### config.mk
export PLATFORM = sky130hd
export DESIGN_NAME = result_accumulator_writer_flat
export DESIGN_NICKNAME = d
export VERILOG_FILES = /design/src/rtl/result_accumulator_writer_if.sv /design/src/rtl/result_accumulator_writer.sv /design/src/flat_wrapper.sv
export SDC_FILE = /design/constraint.sdc
export NUM_CORES = 1
export LEC_CHECK = 0
export CORE_ASPECT_RATIO = 0.6
export CORE_MARGIN = 2
export CORE_UTILIZATION = 45
export DETAILED_ROUTE_END_ITERATION = 6
export PLACE_DENSITY = 0.69
export SETUP_SLACK_MARGIN = 0.1
export SLEW_MARGIN = 20
export SYNTH_ARGS = -nofsm -noshare
export SYNTH_HDL_FRONTEND = slang
export SYNTH_SLANG_ARGS = --single-unit
export TNS_END_PERCENT = 20
### constraint.sdc
create_clock -name clk -period 3.2 [get_ports clk]
set_input_delay 0.64 -clock clk [delete_from_list [all_inputs] [get_ports clk]]
set_output_delay 0.64 -clock clk [all_outputs]
set_load 0.02 [all_outputs]
### src/rtl/result_accumulator_writer_if.sv
// Handshake/bus bundle between the product source and result_accumulator_writer.
// acc_saturated exists only when ACC_SATURATE_EN is defined.
interface result_accumulator_writer_if #(
   parameter int MATRIX_C_ROWS      = 8,
   parameter int MATRIX_C_COLUMNS   = 8,
   parameter int MATRIX_C_MEM_DEPTH = 64,
   parameter int MATRIX_MEM_WIDTH   = 32
);
   localparam int AW = $clog2(MATRIX_C_MEM_DEPTH);
   localparam int CW = $clog2(MATRIX_C_ROWS * MATRIX_C_COLUMNS + 1);

   logic                        start;
   logic [MATRIX_MEM_WIDTH-1:0] mult_out;
   logic                        mult_done;
   logic [AW-1:0]               wr_address_c;
   logic [MATRIX_MEM_WIDTH-1:0] wr_data_c;
   logic                        wr_en_c;
   logic                        busy;
   logic                        done;
   logic [CW-1:0]               results_written;
   logic                        unexpected_product;
`ifdef ACC_SATURATE_EN
   logic                        acc_saturated;
`endif

   modport master (
      output start, mult_out, mult_done,
`ifdef ACC_SATURATE_EN
      input  acc_saturated,
`endif
      input  wr_address_c, wr_data_c, wr_en_c, busy, done,
      input  results_written, unexpected_product
   );

   modport slave (
      input  start, mult_out, mult_done,
`ifdef ACC_SATURATE_EN
      output acc_saturated,
`endif
      output wr_address_c, wr_data_c, wr_en_c, busy, done,
      output results_written, unexpected_product
   );
endinterface

### src/rtl/result_accumulator_writer.sv
// Sums each group of INNER_DIM products into one C entry and writes it row-major.
// Optional feature macro: ACC_SATURATE_EN (signed-saturating accumulation plus acc_saturated flag).
module result_accumulator_writer #(
   parameter int MATRIX_C_ROWS      = 8,
   parameter int MATRIX_C_COLUMNS   = 8,
   parameter int INNER_DIM          = 8,
   parameter int MATRIX_C_MEM_DEPTH = 64,
   parameter int MATRIX_MEM_WIDTH   = 32
) (
   input logic                      clk,
   input logic                      rst,
   result_accumulator_writer_if.slave bus
);
   localparam int W    = MATRIX_MEM_WIDTH;
   localparam int AW   = $clog2(MATRIX_C_MEM_DEPTH);
   localparam int CW   = $clog2(MATRIX_C_ROWS * MATRIX_C_COLUMNS + 1);
   // Degenerate dimensions of 1 still need a 1-bit counter that stays at zero.
   localparam int KW   = (INNER_DIM > 1) ? $clog2(INNER_DIM) : 1;
   localparam int COLW = (MATRIX_C_COLUMNS > 1) ? $clog2(MATRIX_C_COLUMNS) : 1;

   localparam logic [KW-1:0]   K_LAST          = KW'(INNER_DIM - 1);
   localparam logic [COLW-1:0] COL_LAST        = COLW'(MATRIX_C_COLUMNS - 1);
   localparam logic [AW-1:0]   ROW_STEP        = AW'(MATRIX_C_COLUMNS);
   localparam logic [AW-1:0]   LAST_ROW_OFFSET = AW'((MATRIX_C_ROWS - 1) * MATRIX_C_COLUMNS);

   typedef enum logic [0:0] {IDLE = 1'b0, ACCUM = 1'b1} state_t;

   state_t          state_q, state_d;
   logic [W-1:0]    acc_q, acc_d;
   logic [KW-1:0]   k_q, k_d;
   logic [COLW-1:0] col_q, col_d;
   logic [AW-1:0]   row_offset_q, row_offset_d;
   logic [AW-1:0]   wr_address_q, wr_address_d;
   logic [W-1:0]    wr_data_q, wr_data_d;
   logic            wr_en_q, wr_en_d;
   logic            busy_q, busy_d;
   logic            done_q, done_d;
   logic [CW-1:0]   results_written_q, results_written_d;
   logic            unexpected_q, unexpected_d;
   logic [W-1:0]    sum_s;
   logic            clamp_s;

`ifdef ACC_SATURATE_EN
   logic            acc_saturated_q, acc_saturated_d;

   // Signed add that pins to the extreme representable value on overflow.
   function automatic logic [W:0] sat_add(input logic [W-1:0] a, input logic [W-1:0] b);
      logic [W-1:0] raw;
      raw = a + b;
      if ((a[W-1] == b[W-1]) && (raw[W-1] != a[W-1])) begin
         sat_add = a[W-1] ? {1'b1, 1'b1, {(W-1){1'b0}}} : {1'b1, 1'b0, {(W-1){1'b1}}};
      end else begin
         sat_add = {1'b0, raw};
      end
   endfunction

   assign {clamp_s, sum_s} = sat_add(acc_q, bus.mult_out);
   assign bus.acc_saturated = acc_saturated_q;
`else
   assign sum_s   = acc_q + bus.mult_out;
   assign clamp_s = 1'b0;
`endif

   // Next-state and next-output computation for the accumulate/write FSM.
   always_comb begin
      state_d           = state_q;
      acc_d             = acc_q;
      k_d               = k_q;
      col_d             = col_q;
      row_offset_d      = row_offset_q;
      wr_address_d      = wr_address_q;
      wr_data_d         = wr_data_q;
      wr_en_d           = 1'b0;
      busy_d            = busy_q;
      done_d            = 1'b0;
      results_written_d = results_written_q;
      unexpected_d      = unexpected_q;
`ifdef ACC_SATURATE_EN
      acc_saturated_d   = acc_saturated_q;
`endif
      case (state_q)
         IDLE: begin
            if (bus.start) begin
               state_d           = ACCUM;
               busy_d            = 1'b1;
               acc_d             = {W{1'b0}};
               k_d               = {KW{1'b0}};
               col_d             = {COLW{1'b0}};
               row_offset_d      = {AW{1'b0}};
               results_written_d = {CW{1'b0}};
               unexpected_d      = 1'b0;
`ifdef ACC_SATURATE_EN
               acc_saturated_d   = 1'b0;
`endif
            end else if (bus.mult_done) begin
               unexpected_d = 1'b1;
            end else begin
               unexpected_d = unexpected_q;
            end
         end
         ACCUM: begin
            if (bus.mult_done) begin
`ifdef ACC_SATURATE_EN
               acc_saturated_d = acc_saturated_q | clamp_s;
`endif
               if (k_q == K_LAST) begin
                  // Group complete: emit the sum and restart the accumulator with no bubble.
                  wr_en_d           = 1'b1;
                  wr_data_d         = sum_s;
                  wr_address_d      = row_offset_q + AW'(col_q);
                  results_written_d = results_written_q + CW'(1);
                  acc_d             = {W{1'b0}};
                  k_d               = {KW{1'b0}};
                  if (col_q == COL_LAST) begin
                     col_d        = {COLW{1'b0}};
                     row_offset_d = row_offset_q + ROW_STEP;
                  end else begin
                     col_d = col_q + COLW'(1);
                  end
                  if ((col_q == COL_LAST) && (row_offset_q == LAST_ROW_OFFSET)) begin
                     state_d = IDLE;
                     busy_d  = 1'b0;
                     done_d  = 1'b1;
                  end else begin
                     state_d = ACCUM;
                  end
               end else begin
                  acc_d = sum_s;
                  k_d   = k_q + KW'(1);
               end
            end else begin
               acc_d = acc_q;
            end
         end
         default: begin
            state_d = IDLE;
            busy_d  = 1'b0;
         end
      endcase
   end

   // State and registered-output flops with synchronous reset.
   always_ff @(posedge clk) begin
      if (rst) begin
         state_q           <= IDLE;
         acc_q             <= {W{1'b0}};
         k_q               <= {KW{1'b0}};
         col_q             <= {COLW{1'b0}};
         row_offset_q      <= {AW{1'b0}};
         wr_address_q      <= {AW{1'b0}};
         wr_data_q         <= {W{1'b0}};
         wr_en_q           <= 1'b0;
         busy_q            <= 1'b0;
         done_q            <= 1'b0;
         results_written_q <= {CW{1'b0}};
         unexpected_q      <= 1'b0;
`ifdef ACC_SATURATE_EN
         acc_saturated_q   <= 1'b0;
`endif
      end else begin
         state_q           <= state_d;
         acc_q             <= acc_d;
         k_q               <= k_d;
         col_q             <= col_d;
         row_offset_q      <= row_offset_d;
         wr_address_q      <= wr_address_d;
         wr_data_q         <= wr_data_d;
         wr_en_q           <= wr_en_d;
         busy_q            <= busy_d;
         done_q            <= done_d;
         results_written_q <= results_written_d;
         unexpected_q      <= unexpected_d;
`ifdef ACC_SATURATE_EN
         acc_saturated_q   <= acc_saturated_d;
`endif
      end
   end

   assign bus.wr_address_c       = wr_address_q;
   assign bus.wr_data_c          = wr_data_q;
   assign bus.wr_en_c            = wr_en_q;
   assign bus.busy               = busy_q;
   assign bus.done               = done_q;
   assign bus.results_written    = results_written_q;
   assign bus.unexpected_product = unexpected_q;
endmodule

### src/flat_wrapper.sv
// flat-port wrapper written by rule: the top's interface ports become plain ports
module result_accumulator_writer_flat 
#(
   parameter int MATRIX_C_ROWS      = 8,
   parameter int MATRIX_C_COLUMNS   = 8,
   parameter int INNER_DIM          = 8,
   parameter int MATRIX_C_MEM_DEPTH = 64,
   parameter int MATRIX_MEM_WIDTH   = 32
)
  (clk, rst, bus_start, bus_mult_out, bus_mult_done, bus_wr_address_c, bus_wr_data_c, bus_wr_en_c, bus_busy, bus_done, bus_results_written, bus_unexpected_product);
  result_accumulator_writer_if #(.MATRIX_C_ROWS(MATRIX_C_ROWS), .MATRIX_C_COLUMNS(MATRIX_C_COLUMNS), .MATRIX_C_MEM_DEPTH(MATRIX_C_MEM_DEPTH), .MATRIX_MEM_WIDTH(MATRIX_MEM_WIDTH)) bus_i ();
  input logic clk;
  input logic rst;
  input wire logic [$bits(bus_i.start)-1:0] bus_start;
  input wire logic [$bits(bus_i.mult_out)-1:0] bus_mult_out;
  input wire logic [$bits(bus_i.mult_done)-1:0] bus_mult_done;
  output wire logic [$bits(bus_i.wr_address_c)-1:0] bus_wr_address_c;
  output wire logic [$bits(bus_i.wr_data_c)-1:0] bus_wr_data_c;
  output wire logic [$bits(bus_i.wr_en_c)-1:0] bus_wr_en_c;
  output wire logic [$bits(bus_i.busy)-1:0] bus_busy;
  output wire logic [$bits(bus_i.done)-1:0] bus_done;
  output wire logic [$bits(bus_i.results_written)-1:0] bus_results_written;
  output wire logic [$bits(bus_i.unexpected_product)-1:0] bus_unexpected_product;
  assign bus_i.start = bus_start;
  assign bus_i.mult_out = bus_mult_out;
  assign bus_i.mult_done = bus_mult_done;
  assign bus_wr_address_c = bus_i.wr_address_c;
  assign bus_wr_data_c = bus_i.wr_data_c;
  assign bus_wr_en_c = bus_i.wr_en_c;
  assign bus_busy = bus_i.busy;
  assign bus_done = bus_i.done;
  assign bus_results_written = bus_i.results_written;
  assign bus_unexpected_product = bus_i.unexpected_product;
  result_accumulator_writer #(.MATRIX_C_ROWS(MATRIX_C_ROWS), .MATRIX_C_COLUMNS(MATRIX_C_COLUMNS), .INNER_DIM(INNER_DIM), .MATRIX_C_MEM_DEPTH(MATRIX_C_MEM_DEPTH), .MATRIX_MEM_WIDTH(MATRIX_MEM_WIDTH)) u_core (.clk(clk), .rst(rst), .bus(bus_i));
endmodule
==> out/results.ini, run 1 <==
[critical_path]
crit_type=in -> reg
crit_chain=clkdlybuf4s50_1 -> inv_1 -> fa_2 -> nor2b_2 -> o31a_1 -> o311ai_2 -> nand3_1 -> o21ai_2 -> a31oi_2 -> buf_4 -> o21ai_2 -> or4_1 -> nand3_1
r2r.worst_path.cells=13
crit_fanout=4
slowest_stage=clkdlybuf4s50_1
start_kind=primary input
cp.arrival_ns=3.41
cp_data_required_time_ns=3.48
cpPeakStageDelay_ns=0.51
end_kind=flip-flop

[floorplanning]
die-area_um2=12200
pin_count=85
fp.dieH_um=86.5
core-area_um2=11200
fp.dieW_um=141
rows=30
start_util_pct=45.6

[status]
status=finished, final reports clean

[grt]
gr-total-overflow=0
grt_usage_pct=24.8
grt_antenna_before_repair=0
grt_pass1_vias=4945
grt_pass1_wl_um=24500
grt_max_degree=31

[cells_and_area]
finalInstanceArea_um2=6940
seq_area_um2=1820
fin_cells=927
n_fill_cell=988
area_growth_pct=36.1
drive_above_1_share_pct=15.1
utilization_pct=62.0
diodes=0
multi_input_area_um2=3170
nets=853

[logic_synthesis]
syn-num-nets=718
synth.most_common_cell=nand2_1
synth_cells=644
ys_types=55
synth_enable_flop_cells=0
ys_seq_area_share_pct=35.7
ys_seq_elements=91
ys_async_sr_fraction_pct=0
synth_area_um2=5100
synth_common_cells=nand2_1, dfxtp_1, a21oi_1, nor2_1, clkbuf_1
synth_ff_type=dfxtp_1
avgSynthCellArea_um2=7.92
synthTopCellsByArea=dfxtp_1, ha_1, nand2_1
synth_warnings=0
synth_top_area_share_pct=35.7
yosys.area.top_type=dfxtp_1

[min_path]
hold_depth=2
min_path_type=reg -> reg

[timing]
finClkSkew_ns=0.00590
maxSlewHeadroom_pct=66.2
post-route-period-util_pct=97.9
fin_ws_ns=0.0678
rsz0062_at_grt=true
final-setup-viol-count=0
fmax_mhz=319
hold_ws_ns=0.453
hold_viol=0
period_needed_ns=3.13
slew_violations=0
worstMarginPinSlew_ns=0.507

[pwr]
p_leak_uw=0.00292
switching_power_uw=757
p_comb_share_pct=18.1
ir_drop_v=0.000235
switching_share_pct=28.1
power_frac_clock_pct=38.4
p_int_uw=1940
p_seq_share_pct=43.5
power_density_nw_per_um2=388

[clock_network]
cts_tree=done
htreeDepth=3
clk_pin_slew_worst_paths_ns=0.07
clkLatencyLatePin_ns=0.34
clk_path_buf_depth=2
cts_root_buf=clkbuf_16
hold_buffers=0
cts.sinks=91
cts_buffers=9

[place]
dp_hpwl_um=11000
placed_area_um2=6530
gp_congestion=0.878
place_ws_ns=-0.529
io_buffers=84
placedCellCount=906

[routing]
antenna_left=0
drt_iter0_drc=383
detail_route.first_pass.iterations=5
drc_errors=0
wl_per_cell_um=16.3
wl_um=15100
num_vias=5217
viasPerCell=5.63

[run]
cap_violations=0

==> flip-flops by register name, summed over array words and instances (netlist names) <==
signal / count
u_core.acc_q: 32
u_core.bus.busy: 1
u_core.bus.done: 1
u_core.bus.results_written: 7
u_core.bus.unexpected_product: 1
u_core.bus.wr_address_c: 6
u_core.bus.wr_data_c: 32
u_core.bus.wr_en_c: 1
u_core.col_q: 3
u_core.k_q: 3
u_core.row_offset_q: 3
u_core.state_q: 1
==> power groups by stage <==
| stage | registers, uW | clock network [uW] | logic (uW) |
|---|---|---|---|
| 2_1_floorplan | 1190 | 0 | 270 |
| 3_3_place_gp | 1190 | 0 | 454 |
| 3_5_place_dp | 1200 | 0 | 462 |
| 4_1_cts | 1170 | 1050 | 470 |
| 5_1_grt | 1170 | 1100 | 532 |
| 6_report | 1170 | 1030 | 488 |
==> cell type report <==
class / count / area share, %
multi-input combinational: 502 / 45.6
sequential: 91 / 26.3
timing repair buffer: 165 / 20.9
clock buffer: 10 / 3.44
tap: 144 / 2.60
clock inverter: 5 / 0.631
inverter: 10 / 0.541
==> placed cells by master (no fill, tap or decap), drive strengths merged, types with 6 or more instances in the layout <==
cell type      Yosys  final
xnor2             16     16
nand3             18     18
ha                37     37
o21a               6      6
nand4             10     10
dfxtp             91     91
a21oi             73     73
a211oi             8      8
clkdlybuf4s50      0     81
a31oi              6      6
nor3              12     12
o21ai             27     27
clkbuf            39     10
a22oi             13     13
nor2              65     65
a21o              15     15
nor2b              6      6
or3                6      6
a22o               8      8
xor2              17     17
inv               10     13
nand2             99     99
buf                2     82
==> path summary, 6_finish.rpt <==
path | slack, ns | endpoint | startpoint
setup / recovery | 0.07 | u_core.bus.wr_data_c[30] | bus_mult_out[1]
hold / removal | 0.45 | u_core.bus.wr_data_c[17] | u_core.bus.wr_data_c[17]
setup reg to reg | 0.42 | u_core.bus.wr_data_c[30] | u_core.acc_q[0]
hold reg to reg | 0.45 | u_core.bus.wr_data_c[17] | u_core.bus.wr_data_c[17]
==> what timing repair did <==
item                       4_1_cts  5_1_grt
buffers inserted                 2        4
gates resized for setup         11       17
pin swaps                        3       13
setup endpoints to repair       16       26
==> cell families (layout without fill, tap and decap cells) <==
logic type               count (synthesis)  in the layout  synth area share [%]
XOR/XNOR                                33             33                  5.67
AO/OA/AOI/OAI                          185            185                  23.0
AND/OR/NAND/NOR                        243            243                  21.7
adder cells (fa/ha/maj)                 38             38                  9.47
multiplexers                             3              3                 0.589
buffers and inverters                   51            190                  3.75
flip-flops                              91             91                  35.7
==> layer usage <==
metal / GRT usage [%] / share of wire [%]
met4: 5.18 / 0.80
met2: 38.2 / 43
met5: 0 / 0
met3: 4.64 / 4.7
met1: 36.4 / 52
==> per-stage QoR <==
step           total power (uW)  setup TNS, ns
3_3_place_gp               1650          -5.25
2_1_floorplan              1460              0
6_report                   2690              0
5_1_grt                    2810        -0.0183
3_5_place_dp               1660          -8.15
4_1_cts                    2690              0
==> critical path, delay by kind of cell <==
family                     cells  cell delay (ns)
AOI/OAI and AO/OA              5             0.80
and+or+nand+nor                4             0.79
buffers and inverters          3             0.75
adders and majority gates      1             0.41
Power figures use the tool's default switching activity.
==> run 2, diff against run 1 <==
- CELL_PAD_IN_SITES_DETAIL_PLACEMENT: unset -> 0
- CELL_PAD_IN_SITES_GLOBAL_PLACEMENT: unset -> 1
- DONT_BUFFER_PORTS: unset -> 1
- PLACE_DENSITY: 0.69 -> unset
- PLACE_DENSITY_LB_ADDON: unset -> 0.1
==> run 2 against run 1 <==
Against the previous run:
- maximum frequency up 7.8%
- combinational power down 30%
- clock skew up 0.00075 ns
- sequential cell count unchanged
- sequential power about the same
- clock power about the same
- critical path depth unchanged
- count of clock-buffer cells in the layout up 1
- routed wire length down 12%
- critical endpoint is now u_core.acc_q[28]
- largest cell class unchanged
- largest power group unchanged
==> out/results.ini, run 2 (synthesis gave the netlist of run 1 again) <==
[clock_network]
hold_buffers=0  ; unchanged
cts.sinks=91  ; unchanged
post_cts_resized=0  ; -11
clk_path_buf_depth=2  ; unchanged
cts_tree=done
cts_root_buf=clkbuf_16
cts_buffers=9  ; unchanged
clkLatencyLatePin_ns=0.35  ; about the same
clk_pin_slew_worst_paths_ns=0.07  ; about the same
post_cts_buffers=0  ; -2
htreeDepth=3  ; unchanged

[grt]
grt_usage_pct=22.3  ; -2.6 points
grt_antenna_before_repair=0  ; unchanged
grt.busiest_layer=met1
grt_max_degree=79  ; +150%
gr-total-overflow=0  ; unchanged
grt_pass1_vias=4245  ; -14%
gr-usage-met1_pct=32.9  ; -3.5 points
grt.met2_usage_pct=31.9  ; -6.4 points
grt_pass1_wl_um=21800  ; -11%
gr-usage-met3_pct=6.08  ; +1.4 points

[min_path]
min_path_type=in -> reg

[routing]
antenna_left=0  ; unchanged
detail_route.first_pass.iterations=4  ; -1
wl_per_cell_um=16.9  ; +3.3%
wl_um=13300  ; -12%
viasPerCell=5.77  ; +2.6%
drt_iter0_drc=268  ; -30%
num_vias=4543  ; -13%
drc_errors=0  ; unchanged

[pwr]
p_total_uw=2580  ; -4.2%
ir_drop_v=0.000271  ; +15%
p_leak_uw=0.00232  ; -20%
power_density_nw_per_um2=460  ; +18%

[timing]
post-route-period-util_pct=90.8  ; -7.1 points
worstMarginPinSlew_ns=0.532  ; +0.0252 ns
maxSlewHeadroom_pct=64.1  ; -2.1 points
finClkSkew_ns=0.00665  ; +0.000748 ns
rsz0062_at_grt=true
fin_ws_ns=0.294  ; +0.226 ns
fmax_mhz=344  ; +7.8%
period_needed_ns=2.91  ; -0.226 ns
hold_viol=0  ; unchanged
slew_violations=0  ; unchanged
final-setup-viol-count=0  ; unchanged

[place]
dp_hpwl_um=9610  ; -13%
io_buffers=0  ; -100%
gp_congestion=0.866  ; -1.4%
placed_area_um2=5310  ; -19%
place_ws_ns=-0.127  ; +0.402 ns
placedCellCount=771  ; -15%

[cells_and_area]
area_growth_pct=10.0
n_fill_cell=1123  ; +14%
drive_above_1_share_pct=7.47  ; -7.6 points
seq_area_um2=1820  ; unchanged
diodes=0  ; unchanged
multi_input_area_um2=3100  ; -2.3%
final_cell_mix=nand2_1, dfxtp_1, a21oi_1
fin_cells=787  ; -15%
nets=712  ; -17%
finalInstanceArea_um2=5610  ; -19%
layout.cells.most_common=nand2_1

[critical_path]
crit_fanout=4  ; unchanged
crit_type=reg -> reg
cp.arrival_ns=3.18  ; -0.23 ns
slowest_stage=fa_1
cpPeakStageDelay_ns=0.41  ; -0.10 ns
end_kind=flip-flop
cp_data_required_time_ns=3.47  ; about the same
crit_chain=ha_1 -> inv_1 -> fa_1 -> nor2b_1 -> o31a_1 -> buf_4 -> o211ai_1 -> a21oi_1 -> o21ai_1 -> o21ai_0 -> a21oi_1 -> xor2_1 -> o21ai_0
start_kind=flip-flop

[floorplanning]
die-area_um2=12200  ; unchanged
pin_count=85  ; unchanged
fp.dieW_um=141  ; unchanged
rows=30  ; unchanged
core-area_um2=11200  ; unchanged
start_util_pct=45.6  ; unchanged
fp.dieH_um=86.5  ; unchanged

[status]
status=finished, final reports clean

[run]
cap_violations=0  ; unchanged

run 2: changes by cell type in the layout (fill, tap and decap cells not counted), sizes merged:
cell / change
clkdlybuf4s50: -81
inv: +1
clkinv: -1
buf: -58
dlymetal6s2s: -2
clkbuf: +1
run 2: final timing paths:
kind | startpoint | endpoint | slack, ns | cells after the start
worst min-delay path | rst | u_core.bus.wr_data_c[22] | 0.36 | 1
worst min register to register | u_core.acc_q[0] | u_core.acc_q[0] | 0.45 | 2
worst max-delay path | u_core.acc_q[0] | u_core.acc_q[28] | 0.29 | 13
worst max register to register | u_core.acc_q[0] | u_core.acc_q[28] | 0.29 | 13
run 2: worst max-delay path, delay by kind of cell (launching register included):
family / cells / cell delay (ns)
AOI/OAI and AO/OA: 7 / 1.41
xor gates and xnor gates: 1 / 0.15
adders and majority gates: 2 / 0.57
buffers and inverters: 2 / 0.20
DFF: 1 / 0.33
and+or+nand+nor: 1 / 0.17
run 2: report_power, final:
group          internal (uW)  switching (uW)  leakage, uW
Sequential              1150            17.4     0.000736
Clock                    582             482     0.000149
Combinational            139             205      0.00144
Total                   1870             704      0.00232
run 2: area by class of cell:
cell class | instances | area share (%)
timing repair buffer | 24 | 3.21
tap | 144 | 3.21
inverter | 10 | 0.669
clock buffer | 11 | 4.50
clock inverter | 5 | 0.758
multi-input combinational | 502 | 55.2
sequential | 91 | 32.5
run 2: per-layer routing:
metal,share of wire (%),up-vias
met3,6.2,13
li1,-,2285
met4,0.92,0
met1,52,2129
met5,0,-
met2,41,116
run 2: metrics by stage:
step	hold slack, ns	setup TNS, ns	util (%)
after floorplan	0.429	0	-
after global placement	0.438	-0.0164	47.5
after detailed placement	0.442	-0.222	47.5
after CTS	0.349	0	50.1
after global routing	0.344	0	50.2
final	0.362	0	50.2
